## config.mk

```make
export PLATFORM = sky130hd
export DESIGN_NAME = hs_fifo_buffer_flat
export DESIGN_NICKNAME = d
export VERILOG_FILES = /design/src/rtl/hs_fifo_buffer_if.sv /design/src/rtl/hs_fifo_buffer.sv /design/src/flat_wrapper.sv
export SDC_FILE = /design/constraint.sdc
export NUM_CORES = 1
export LEC_CHECK = 0
export CORE_ASPECT_RATIO = 1.25
export CORE_MARGIN = 2
export CORE_UTILIZATION = 41
export DETAILED_ROUTE_END_ITERATION = 10
export SLEW_MARGIN = 20
export SYNTH_ARGS = -nofsm -noshare
export SYNTH_HDL_FRONTEND = slang
export SYNTH_SLANG_ARGS = --single-unit
```

## constraint.sdc

```tcl
create_clock -name clk_core -period 3.96 [get_ports clk_core]
set_input_delay 0.99 -clock clk_core [delete_from_list [all_inputs] [get_ports clk_core]]
set_output_delay 0.99 -clock clk_core [all_outputs]
set_load 0.01 [all_outputs]
```

## src/rtl/hs_fifo_buffer_if.sv

```systemverilog
// Handshake bundle for the elastic buffer: upstream push side, downstream
// pop side, flush and status. The bench holds the master end.
interface hs_fifo_buffer_if #(
    parameter int WIDTH = 1,
    parameter int DEPTH = 4
);
    localparam int CW = $clog2(DEPTH + 1);

    logic             flush;
    logic [WIDTH-1:0] in;
    logic             valid_i;
    logic             ready_o;
    logic [WIDTH-1:0] out;
    logic             valid_o;
    logic             ready_i;
    logic [CW-1:0]    count;
    logic             almost_full;

    modport master (
        output flush, in, valid_i, ready_i,
        input  ready_o, out, valid_o, count, almost_full
    );

    modport slave (
        input  flush, in, valid_i, ready_i,
        output ready_o, out, valid_o, count, almost_full
    );
endinterface

```

## src/rtl/hs_fifo_buffer.sv

```systemverilog
// Parametrised valid/ready elastic buffer with optional zero-latency bypass
// when empty, occupancy/almost-full status and synchronous flush.
// Full/empty come from the occupancy counter, never from pointer compare.
module hs_fifo_buffer #(
    parameter int WIDTH       = 1,
    parameter int DEPTH       = 4,
    parameter int BYPASS      = 0,
    parameter int AFULL_LEVEL = 3
) (
    input  logic          clk_core,
    input  logic          rst_core_n,
    hs_fifo_buffer_if.slave bus
);
    localparam int PW = $clog2(DEPTH);
    localparam int CW = $clog2(DEPTH + 1);
    localparam logic [CW-1:0] DEPTH_C = CW'(DEPTH);
    localparam logic [CW-1:0] AFULL_C = CW'(AFULL_LEVEL);
    localparam bit BYP = (BYPASS != 0);

    logic [WIDTH-1:0] mem_q [DEPTH];
    logic [PW-1:0]    rd_ptr_q, rd_ptr_d;
    logic [PW-1:0]    wr_ptr_q, wr_ptr_d;
    logic [CW-1:0]    count_q, count_d;

    logic empty, full, push, pop, bypass_xfer, store, pop_mem;

    // Handshake decode; ready_o depends only on state, never on ready_i.
    always_comb begin
        empty       = (count_q == '0);
        full        = (count_q == DEPTH_C);
        bus.ready_o = ~full;
        bus.valid_o = (~empty | (BYP & bus.valid_i)) & ~bus.flush;
        bus.out     = (BYP && empty) ? bus.in : mem_q[rd_ptr_q];
        push        = bus.valid_i & ~full & ~bus.flush;
        pop         = bus.valid_o & bus.ready_i;
        // A popped word while empty can only be the bypassed incoming word.
        bypass_xfer = empty & push & pop;
        store       = push & ~bypass_xfer;
        pop_mem     = pop & ~empty;
        bus.count       = count_q;
        bus.almost_full = (count_q >= AFULL_C);
    end

    // Next pointer/occupancy state; flush wins over any push or pop.
    always_comb begin
        rd_ptr_d = rd_ptr_q;
        wr_ptr_d = wr_ptr_q;
        count_d  = count_q;
        if (bus.flush) begin
            rd_ptr_d = '0;
            wr_ptr_d = '0;
            count_d  = '0;
        end else begin
            if (store)   wr_ptr_d = wr_ptr_q + 1'b1;
            if (pop_mem) rd_ptr_d = rd_ptr_q + 1'b1;
            case ({store, pop_mem})
                2'b10:   count_d = count_q + 1'b1;
                2'b01:   count_d = count_q - 1'b1;
                default: count_d = count_q;
            endcase
        end
    end

    // Pointer and occupancy registers.
    always_ff @(posedge clk_core or negedge rst_core_n) begin
        if (!rst_core_n) begin
            rd_ptr_q <= '0;
            wr_ptr_q <= '0;
            count_q  <= '0;
        end else begin
            rd_ptr_q <= rd_ptr_d;
            wr_ptr_q <= wr_ptr_d;
            count_q  <= count_d;
        end
    end

    // Storage array; contents need no reset since count gates visibility.
    always_ff @(posedge clk_core) begin
        if (store) mem_q[wr_ptr_q] <= bus.in;
    end
endmodule
```

## src/flat_wrapper.sv

```systemverilog
// flat-port wrapper written by rule: the top's interface ports become plain ports
module hs_fifo_buffer_flat 
#(
    parameter int WIDTH       = 1,
    parameter int DEPTH       = 4,
    parameter int BYPASS      = 0,
    parameter int AFULL_LEVEL = 3
)
  (clk_core, rst_core_n, bus_flush, bus_in, bus_valid_i, bus_ready_i, bus_ready_o, bus_out, bus_valid_o, bus_count, bus_almost_full);
  hs_fifo_buffer_if #(.WIDTH(WIDTH), .DEPTH(DEPTH)) bus_i ();
  input  logic clk_core;
  input  logic rst_core_n;
  input wire logic [$bits(bus_i.flush)-1:0] bus_flush;
  input wire logic [$bits(bus_i.in)-1:0] bus_in;
  input wire logic [$bits(bus_i.valid_i)-1:0] bus_valid_i;
  input wire logic [$bits(bus_i.ready_i)-1:0] bus_ready_i;
  output wire logic [$bits(bus_i.ready_o)-1:0] bus_ready_o;
  output wire logic [$bits(bus_i.out)-1:0] bus_out;
  output wire logic [$bits(bus_i.valid_o)-1:0] bus_valid_o;
  output wire logic [$bits(bus_i.count)-1:0] bus_count;
  output wire logic [$bits(bus_i.almost_full)-1:0] bus_almost_full;
  assign bus_i.flush = bus_flush;
  assign bus_i.in = bus_in;
  assign bus_i.valid_i = bus_valid_i;
  assign bus_i.ready_i = bus_ready_i;
  assign bus_ready_o = bus_i.ready_o;
  assign bus_out = bus_i.out;
  assign bus_valid_o = bus_i.valid_o;
  assign bus_count = bus_i.count;
  assign bus_almost_full = bus_i.almost_full;
  hs_fifo_buffer #(.WIDTH(WIDTH), .DEPTH(DEPTH), .BYPASS(BYPASS), .AFULL_LEVEL(AFULL_LEVEL)) u_core (.clk_core(clk_core), .rst_core_n(rst_core_n), .bus(bus_i));
endmodule
```

==> results of run 1 <==
[worst register-to-register path, cell delays in order, from the launching register on]
cell	delay, ns
dfrtp_1	0.62
or3b_4	0.25
o21ai_1	0.06
and3b_1	0.19
fa_1	0.51
a31oi_1	0.04
or4_1	0.40
o31ai_1	0.08
[report_power, final]
part / switching, mW / total, mW / leakage (nW) / internal [mW]
sequential: 0.0226 / 0.152 / 0.130 / 0.129
clock: 0.0345 / 0.0734 / 0.0150 / 0.0389
combinational: 0.0464 / 0.107 / 0.225 / 0.0609
[kinds of logic (layout without fill, tap and decap cells)]
logic type      count (synthesis)  count (layout)  share of synthesized area
compound gates                 16              16                      0.141
xor+xnor                        5               5                     0.0587
fa+ha+maj                       5               5                     0.0940
buf+inv                         9              21                     0.0789
flops                          11              11                      0.396
mux                             2               2                     0.0436
simple gates                   26              26                      0.188
[registers in the layout, indices dropped and copies added (netlist names)]
register          cells
u_core.mem_q          4
u_core.bus.count      3
u_core.rd_ptr_q       2
u_core.wr_ptr_q       2
[path summary, 6_finish.rpt]
path	to	cells after the start	slack (ns)
worst max-delay path	bus_valid_o	3	0.91
worst min-delay path	u_core.rd_ptr_q[1]	2	0.57
worst max register to register	u_core.bus.count[1]	7	1.70
worst min register to register	u_core.rd_ptr_q[1]	2	0.57
max in group asynchronous	u_core.wr_ptr_q[0]	1	2.72
min in group asynchronous	u_core.rd_ptr_q[1]	1	1.00
[layout by cell type (no fill, tap or decap), drive strengths merged, types with 2 or more instances in the layout]
master | Yosys | layout
and2 | 4 | 4
nand2 | 5 | 5
ha | 4 | 4
edfxtp | 4 | 4
dfrtp | 7 | 7
xnor2 | 3 | 3
buf | 6 | 2
inv | 3 | 3
clkdlybuf4s50 | 0 | 12
xor2 | 2 | 2
nand3 | 2 | 2
nor2 | 7 | 7
clkbuf | 0 | 4
o21ai | 4 | 4
a31oi | 2 | 2
a21oi | 5 | 5
nor2b | 3 | 3
[final cells by class]
class	instances	area, sq um
flip-flops and latches	11	295
multi-input cells	54	392
well taps	19	23.8
inverters	3	11.3
clock buffers	4	26.3
fillers	177	861
repair buffers	14	135
[per-stage QoR]
step | power (mW) | util | worst slack (ns) | hold slack, ns
floorplan | 0.226 | - | 1.47 | 0.512
global placement | 0.260 | 0.491 | 0.905 | 0.538
detailed placement | 0.261 | 0.491 | 0.925 | 0.560
CTS | 0.337 | 0.506 | 0.907 | 0.577
global route | 0.359 | 0.506 | 0.854 | 0.614
finish | 0.333 | 0.506 | 0.905 | 0.570
[per-layer routing]
metal,vias up,GRT usage,wire length (um)
met1,249,0.180,650
met3,0,0.0556,33
met5,-,0,0
met2,7,0.242,656
li1,281,-,-
met4,0,0,0
==> summary.txt, run 1 <==
STA
  – Final worst path period need: 3.05 ns
  – Max Clock Skew: 0.000657 ns
  – Max-slew violation count: 0
  – Setup_tns: 0 ns
  – Fmax: 0.327 GHz
  – Least-Margin Pin Slew: 0.449 ns
  – Max_slew headroom: 0.701
  – Final setup viols: 0
  – Crit share post-route: 0.771
  – Hold Fails Final Rpt: 0
  – Unrepaired setup endpoints after global routing: no

Global routing
  – Largest net degree at the start of global routing: 14
  – Vias in the first global route: ~570
  – Grt total ovfl: 0
  – Initial antenna violation count: 0
  – Total track usage: 0.141
  – First-pass GRT wire length: 2380 um

Synth
  – Register area share after synthesis: 0.396
  – Area share of the largest cell type after synthesis: 0.235
  – Post-synthesis cell count: 74
  – Synth warn: 0
  – Top post-synthesis cells by count: dfrtp_1, nor2_1, a21oi_1
  – Post-synth top area cell: dfrtp_1
  – Post-synthesis sequential element count: 11
  – Number of flops mapped to enable cells by yosys: 4
  – Yosys cell types: 32
  – Syn avg cell area: 10.1 sq um
  – Largest cells by area after synthesis: dfrtp_1, edfxtp_1, ha_1, nor2_1, xnor2_1
  – Predominant post-synthesis flop cell: dfrtp_1
  – Fraction of registers with async set/reset: 0.636
  – Cell Area, Synth: 746 sq um
  – Syn Nets: 85

Clocking
  – Root buf cell: clkbuf_4
  – Worst skew pair latency: 0.26 ns
  – CTS resizes: 0
  – Maximum buffer depth of the clock tree: 2
  – H-tree Lvls: 1
  – CTS Hold Bufs: 0
  – Clock sink count: 11
  – Clock slew at reported path FFs: 0.07 ns
  – TritonCTS buffer count: 3
  – Post-CTS Repair Setup Buffers: 0
  – CTS tree: done

Critical path
  – Worst Setup End Kind: output pin
  – WS Path Type: input port to output pin
  – CP max-delay cell: clkdlybuf4s50_1
  – CP startpoint: bus_flush
  – Crit path max-delay family: buffers and inverters
  – Crit-path cells: clkdlybuf4s50_1 -> nor2_1 -> clkdlybuf4s50_1
  – Delay of the slowest cell on the worst path: approximately 0.54 ns
  – Crit path launch type: input port
  – WP buf/inv: 2
  – Critical path data arrival time: slightly above 2 ns
  – Crit path required time: 2.97 ns
  – Max FO, Critical Path: 2
  – R2r startpoint: u_core.bus.count[1]
  – Cell mode on critical path: clkdlybuf4s50_1

Hold path
  – Hold/Removal Path Class: register to register
  – Worst Hold Launch: u_core.rd_ptr_q[1]

Power
  – Worst vdd ir: 0.000271 V
  – Static Leak: 0.370 nW
  – Pwr dens: 376 nW/um^2

Finish
  – Area Growth Syn to Fin: 18.5%
  – Final instance area: 883 sq um
  – Layout cells sized above 1: 0.105
  – Layout Cells excl Fill: 105
  – Final #Nets: 98
  – Diodes inserted: 0

Job
  – Max Cap Violations: 0

Die
  – FP Rows: 17
  – Num ports: 13
  – Initial core utilization: 0.428
  – Core area: 1740 sq um
  – Die Ht: 51.7 um
  – Die ar.: 2180 sq um
  – DIE WIDTH: 42.1 um

Routing
  – Residual DRC: 0
  – First drt pass iteration count: 4
  – Post-detailed-route wirelength per cell: 12.8 um
  – Via count: between 500 and 600
  – Routed WL: 1340 um
  – DR iter-0 viols: 2
  – Vias per cell: 5.11
  – Final ANT Viol Nets: 0

Placement
  – Port Buffers: 12
  – DP HPWL: 944 um
  – Final Wtd Congestion: 0.725
  – Placed cell count: 101
  – Placed cell area: roughly 860 sq um

Run status
  – Outcome: complete, no violations
No activity file was read; power rests on OpenSTA's default activity.
==> inputs of run 2 (changes only) <==
Settings changed: PLACE_DENSITY set to 0.67.
Clock period 3.96 ns to 2.7 ns, I/O delays scaled along.
==> summary.txt, run 2 (synthesis gave the netlist of run 1 again) <==
Run status
  – Outcome: complete, no violations

STA
  – Max Clock Skew: 0.00168 ns (+0.00102 ns)
  – Fin Hold WS: 0.563 ns (-0.00661 ns)
  – Max-slew violation count: 0 (unchanged)
  – Fmax: 0.401 GHz
  – Crit share post-route: 0.924
  – Final setup margin: 0.205 ns (-0.701 ns)
  – Max_slew headroom: 0.717 (+0.0163)
  – Setup_tns: 0 ns (unchanged)
  – Unrepaired setup endpoints after global routing: no
  – Hold Fails Final Rpt: 0 (unchanged)
  – Final worst path period need: 2.50 ns
  – Final setup viols: 0 (unchanged)
  – Least-Margin Pin Slew: 0.424 ns (-0.0244 ns)

Critical path
  – Max FO, Critical Path: 4 (+2)
  – R2r startpoint: u_core.bus.count[1]
  – Flop-to-flop setup slack: 0.48 ns (-1.22 ns)
  – Worst path depth: 3 (unchanged)
  – CP max-delay cell: clkdlybuf4s50_1
  – R2r endpoint: u_core.bus.count[1]
  – WS Path Type: input port to output pin
  – Crit path max-delay family: buffers and inverters
  – CP startpoint: bus_flush
  – Crit path launch type: input port
  – Crit path required time: 2.03 ns (-0.94 ns)
  – Worst Setup End Kind: output pin
  – Crit path to: bus_valid_o
  – Cells on worst reg2reg path: 7 (unchanged)
  – Cell mode on critical path: clkdlybuf4s50_1
  – Delay of the slowest cell on the worst path: 0.53 ns (about the same)
  – Crit-path cells: clkdlybuf4s50_1 -> nor2_1 -> clkdlybuf4s50_1
  – WP buf/inv: 2 (unchanged)
  – Critical path data arrival time: 1.82 ns (-0.24 ns)

Routing
  – First drt pass iteration count: 4 (unchanged)
  – Via count: 560 (+4.3%)
  – Final ANT Viol Nets: 0 (unchanged)
  – Post-detailed-route wirelength per cell: 12.5 um (-2.0%)
  – Routed WL: 1340 um (-0.15%)
  – Vias per cell: 5.23 (+2.3%)
  – Residual DRC: 0 (unchanged)
  – DR iter-0 viols: 10 (+8)

Hold path
  – Hold/Removal Path Class: register to register
  – Worst Hold Launch: u_core.rd_ptr_q[1]

Finish
  – Commonest cells after routing, fill and taps aside: clkdlybuf4s50_1, nor2_1, dfrtp_1
  – # fillers: 173 (-2.3%)
  – Final #Nets: 100 (+2.0%)
  – Largest register FFs: 4 (unchanged)
  – Final instance area: 898 sq um (+1.7%)
  – Commonest non-fill, non-tap cell in the layout: clkdlybuf4s50_1
  – Biggest register: u_core.mem_q
  – Area Growth Syn to Fin: 20.5%
  – Layout cells sized above 1: 0.125 (+0.0203)
  – Diodes inserted: 0 (unchanged)

Clocking
  – Clock sink count: 11 (unchanged)
  – Root buf cell: clkbuf_4
  – CTS Hold Bufs: 0 (unchanged)
  – Post-CTS Repair Setup Buffers: 0 (unchanged)
  – Clock slew at reported path FFs: 0.07 ns (about the same)
  – CTS tree: done
  – TritonCTS buffer count: 3 (unchanged)
  – Worst skew pair latency: 0.27 ns (about the same)
  – CTS resizes: 0 (unchanged)
  – H-tree Lvls: 1 (unchanged)
  – Maximum buffer depth of the clock tree: 2 (unchanged)

Global routing
  – Largest net degree at the start of global routing: 14 (unchanged)
  – Total track usage: 0.155 (+0.0138)
  – Vias in the first global route: 562 (-1.2%)
  – Initial antenna violation count: 0 (unchanged)
  – GR peak layer: met2
  – First-pass GRT wire length: 2480 um (+4.4%)
  – Grt total ovfl: 0 (unchanged)
  – Routing usage on met2: 0.260 (+0.0182)
  – Met3 GRT Util: 0.0660 (+0.0104)
  – Met1 usage: 0.179 (-0.000789)

Power
  – Static Leak: 0.379 nW (+2.6%)
  – Share of power burned in registers: 0.449 (-0.008)
  – Cell-internal power: 0.338 mW (+48%)
  – Logic gate share of total power: 0.322 (about the same)
  – Pwr dens: 549 nW/um^2 (+46%)
  – Switching pwr: 0.156 mW (+50%)
  – Sw Ratio: 0.316 (+0.00415)
  – Power Total: 0.494 mW (+48%)
  – Clock network power share: 0.229 (+0.008)
  – Worst vdd ir: 0.000333 V (+23%)

Placement
  – Final Wtd Congestion: 0.712 (-1.8%)
  – Port Buffers: 12 (unchanged)
  – Placed cell area: 872 sq um (+1.8%)
  – DP Worst Slack: 0.134 ns (-0.791 ns)
  – DP HPWL: 1000 um (+6.4%)

Die
  – Num ports: 13 (unchanged)
  – DIE WIDTH: 42.1 um (unchanged)
  – Initial core utilization: 0.428 (unchanged)
  – Core area: 1740 sq um (unchanged)
  – FP Rows: 17 (unchanged)
  – Die Ht: 51.7 um (unchanged)
  – Die ar.: 2180 sq um (unchanged)

Job
  – Max Cap Violations: 0 (unchanged)
-- run 2: cell types whose count changed in the layout (fill, tap and decap cells not counted), sizes merged --
cell	before	now
buf	2	4
-- run 2: worst min-delay path by stage --
| stage | endpoint | slack, ns | cells past startpoint |
|---|---|---|---|
| 6_report | u_core.rd_ptr_q[1] | 0.56 | 2 |
| 5_1_grt | u_core.rd_ptr_q[1] | 0.62 | 2 |
| 4_1_cts | u_core.rd_ptr_q[1] | 0.57 | 2 |
| 3_5_place_dp | u_core.rd_ptr_q[1] | 0.55 | 2 |
| 3_3_place_gp | u_core.rd_ptr_q[1] | 0.54 | 2 |
| 2_1_floorplan | u_core.bus.count[0] | 0.38 | 0 |
-- run 2: layout make-up --
class                           count  area [sq um]  area share
Clock buffer                        4          26.3      0.0292
Inverter                            3          11.3      0.0125
Multi-Input combinational cell     54           392       0.436
Sequential cell                    11           295       0.329
Tap cell                           19          23.8      0.0265
Timing Repair Buffer               16           150       0.167
-- run 2: power by group through the flow --
stage	registers (mW)	clock network [mW]	logic (mW)
5_1_grt	0.227	0.128	0.180
2_1_floorplan	0.211	0	0.121
3_3_place_gp	0.224	0	0.156
4_1_cts	0.221	0.119	0.161
3_5_place_dp	0.225	0	0.160
6_report	0.221	0.113	0.159
-- run 2: stage by stage --
stage,util,instances
4_1_cts,0.515,107
2_1_floorplan,-,74
5_1_grt,0.515,107
3_5_place_dp,0.500,103
6_report,0.515,107
3_3_place_gp,0.500,103
-- run 2: routing by layer --
layer	up-vias	share of wire
met3	2	0.055
met5	-	0
met1	265	0.44
met2	9	0.50
met4	0	0.0090
li1	284	-
-- run 2: worst register-to-register path, stage by stage (launching register included) --
cell and delay, ns:
dfrtp_1 0.60, or3b_4 0.25, o21ai_1 0.06, and3b_1 0.18, fa_1 0.50, a31oi_1 0.04
or4_1 0.42, o31ai_1 0.08
==> inputs of run 3 (changes only) <==
Settings changed: DONT_BUFFER_PORTS set to 1, PLACE_DENSITY 0.67 to unset.
==> summary.txt, run 3 (synthesis gave the netlist of run 1 again) <==
Die
  – FP Rows: 17 (unchanged)
  – Die ar.: 2180 sq um (unchanged)
  – Initial core utilization: 0.428 (unchanged)
  – Die Ht: 51.7 um (unchanged)
  – DIE WIDTH: 42.1 um (unchanged)
  – Core area: 1740 sq um (unchanged)
  – Num ports: 13 (unchanged)

Placement
  – Port Buffers: 0 (-12)
  – Final Wtd Congestion: 0.644 (-9.6%)
  – DP HPWL: 969 um (-3.6%)

Critical path
  – Cells on worst reg2reg path: 7 (unchanged)
  – Delay of the slowest cell on the worst path: 0.63 ns (+0.10 ns)
  – Flop-to-flop setup slack: 0.44 ns (-0.04 ns)
  – CP max-delay cell: dfrtp_1
  – Crit-path cells: or3b_4 -> o21ai_1 -> and3b_1 -> fa_1 -> a31oi_1 -> or4_1 -> o31ai_1
  – Max FO, Critical Path: 11 (+7)
  – Crit path launch type: register
  – Critical path data arrival time: 2.44 ns (+0.62 ns)
  – WS Path Type: register to register
  – Crit path required time: 2.89 ns (+0.86 ns)
  – Worst Setup End Kind: register

STA
  – Crit share post-route: 0.835 (-0.0890)
  – Fmax: 0.443 GHz (+11%)
  – Final worst path period need: 2.26 ns (-0.240 ns)
  – Hold Fails Final Rpt: 0 (unchanged)
  – Final setup viols: 0 (unchanged)
  – Max-slew violation count: 0 (unchanged)
  – Max_slew headroom: 0.698 (-0.0193)
  – Max Clock Skew: 0.00709 ns (+0.00541 ns)
  – Setup_tns: 0 ns (unchanged)
  – Least-Margin Pin Slew: 0.453 ns (+0.0289 ns)
  – Unrepaired setup endpoints after global routing: no

Clocking
  – Clock sink count: 11 (unchanged)
  – CTS tree: done
  – CTS Hold Bufs: 0 (unchanged)
  – Post-CTS Repair Setup Buffers: 0 (unchanged)
  – TritonCTS buffer count: 3 (unchanged)
  – Maximum buffer depth of the clock tree: 2 (unchanged)
  – CTS resizes: 0 (unchanged)
  – Clock slew at reported path FFs: 0.08 ns (about the same)
  – H-tree Lvls: 1 (unchanged)
  – Root buf cell: clkbuf_4
  – Worst skew pair latency: 0.27 ns (about the same)

Global routing
  – Grt total ovfl: 0 (unchanged)
  – Vias in the first global route: 503 (-10%)
  – First-pass GRT wire length: 2240 um (-10%)
  – Total track usage: 0.144 (-0.0107)
  – Initial antenna violation count: 0 (unchanged)
  – Largest net degree at the start of global routing: 14 (unchanged)

Finish
  – Commonest cells after routing, fill and taps aside: nor2_1, dfrtp_1, a21oi_1
  – Biggest register: u_core.mem_q
  – Diodes inserted: 0 (unchanged)
  – Largest register FFs: 4 (unchanged)
  – # fillers: 168 (-2.9%)
  – Final #Nets: 86 (-14%)
  – Layout cells sized above 1: 0.122 (-0.00338)
  – Area Growth Syn to Fin: 2.35%

Hold path
  – Hold/Removal Path Class: input port to asynchronous set/reset pin

Run status
  – Outcome: complete, no violations

Job
  – Max Cap Violations: 0 (unchanged)

Routing
  – Final ANT Viol Nets: 0 (unchanged)
  – Residual DRC: 0 (unchanged)
  – Post-detailed-route wirelength per cell: 14.3 um (+14%)
  – Vias per cell: 5.60 (+7.0%)
  – DR iter-0 viols: 3 (-7)
  – Routed WL: 1330 um (-0.90%)
  – First drt pass iteration count: 6 (+2)
  – Via count: 521 (-7.0%)

Power
  – Static Leak: 0.325 nW (-14%)
  – Worst vdd ir: 0.000268 V (-19%)
  – Pwr dens: 596 nW/um^2 (+8.5%)
  – Power Total: 0.455 mW (-7.8%)
==> run 3: where the power goes <==
part           internal [mW]  leakage [nW]  switching (mW)
combinational         0.0615         0.180          0.0669
clock                 0.0573        0.0150          0.0586
sequential             0.190         0.130          0.0210
total                  0.308         0.325           0.146
==> run 3: metal layers <==
metal / GRT usage / wire (um) / vias up
met5: 0 / 0 / -
li1: - / - / 251
met3: 0.0625 / 66 / 0
met1: 0.152 / 560 / 257
met2: 0.242 / 700 / 13
met4: 0.0781 / 0 / 0
==> run 3: metrics by stage <==
step / hold WS (ns) / std cells / setup slack, ns / util / area [sq um]
floorplan: 0.379 / 74 / 0.529 / - / 746
global placement: 0.380 / 89 / 0.517 / 0.423 / 737
detailed placement: 0.380 / 89 / 0.467 / 0.423 / 737
CTS: 0.0749 / 93 / 0.450 / 0.438 / 763
global route: 0.0534 / 93 / 0.236 / 0.438 / 763
finish: 0.0852 / 93 / 0.445 / 0.438 / 763
==> run 3: final timing paths <==
path	from	endpoint
setup / recovery	u_core.bus.count[0]	u_core.bus.count[1]
max in group asynchronous	rst_core_n	u_core.wr_ptr_q[1]
min in group clk_core	bus_flush	u_core.bus.count[0]
hold reg to reg	u_core.rd_ptr_q[1]	u_core.rd_ptr_q[1]
setup reg to reg	u_core.bus.count[0]	u_core.bus.count[1]
hold / removal	rst_core_n	u_core.rd_ptr_q[1]
==> run 3: layout make-up <==
type | count | area (sq um) | area share
clock buffer | 4 | 26.3 | 0.0344
inverter | 3 | 11.3 | 0.0148
multi-input combinational | 54 | 392 | 0.513
sequential | 11 | 295 | 0.387
tap | 19 | 23.8 | 0.0311
timing repair buffer | 2 | 15.0 | 0.0197
==> run 3: worst max-delay path: cells and delay by family, from the launching register on <==
kind	cells	cell delay (ns)
and+or+nand+nor	3	0.84
DFF	1	0.63
adders and majority gates	1	0.51
AOI/OAI and AO/OA	3	0.19
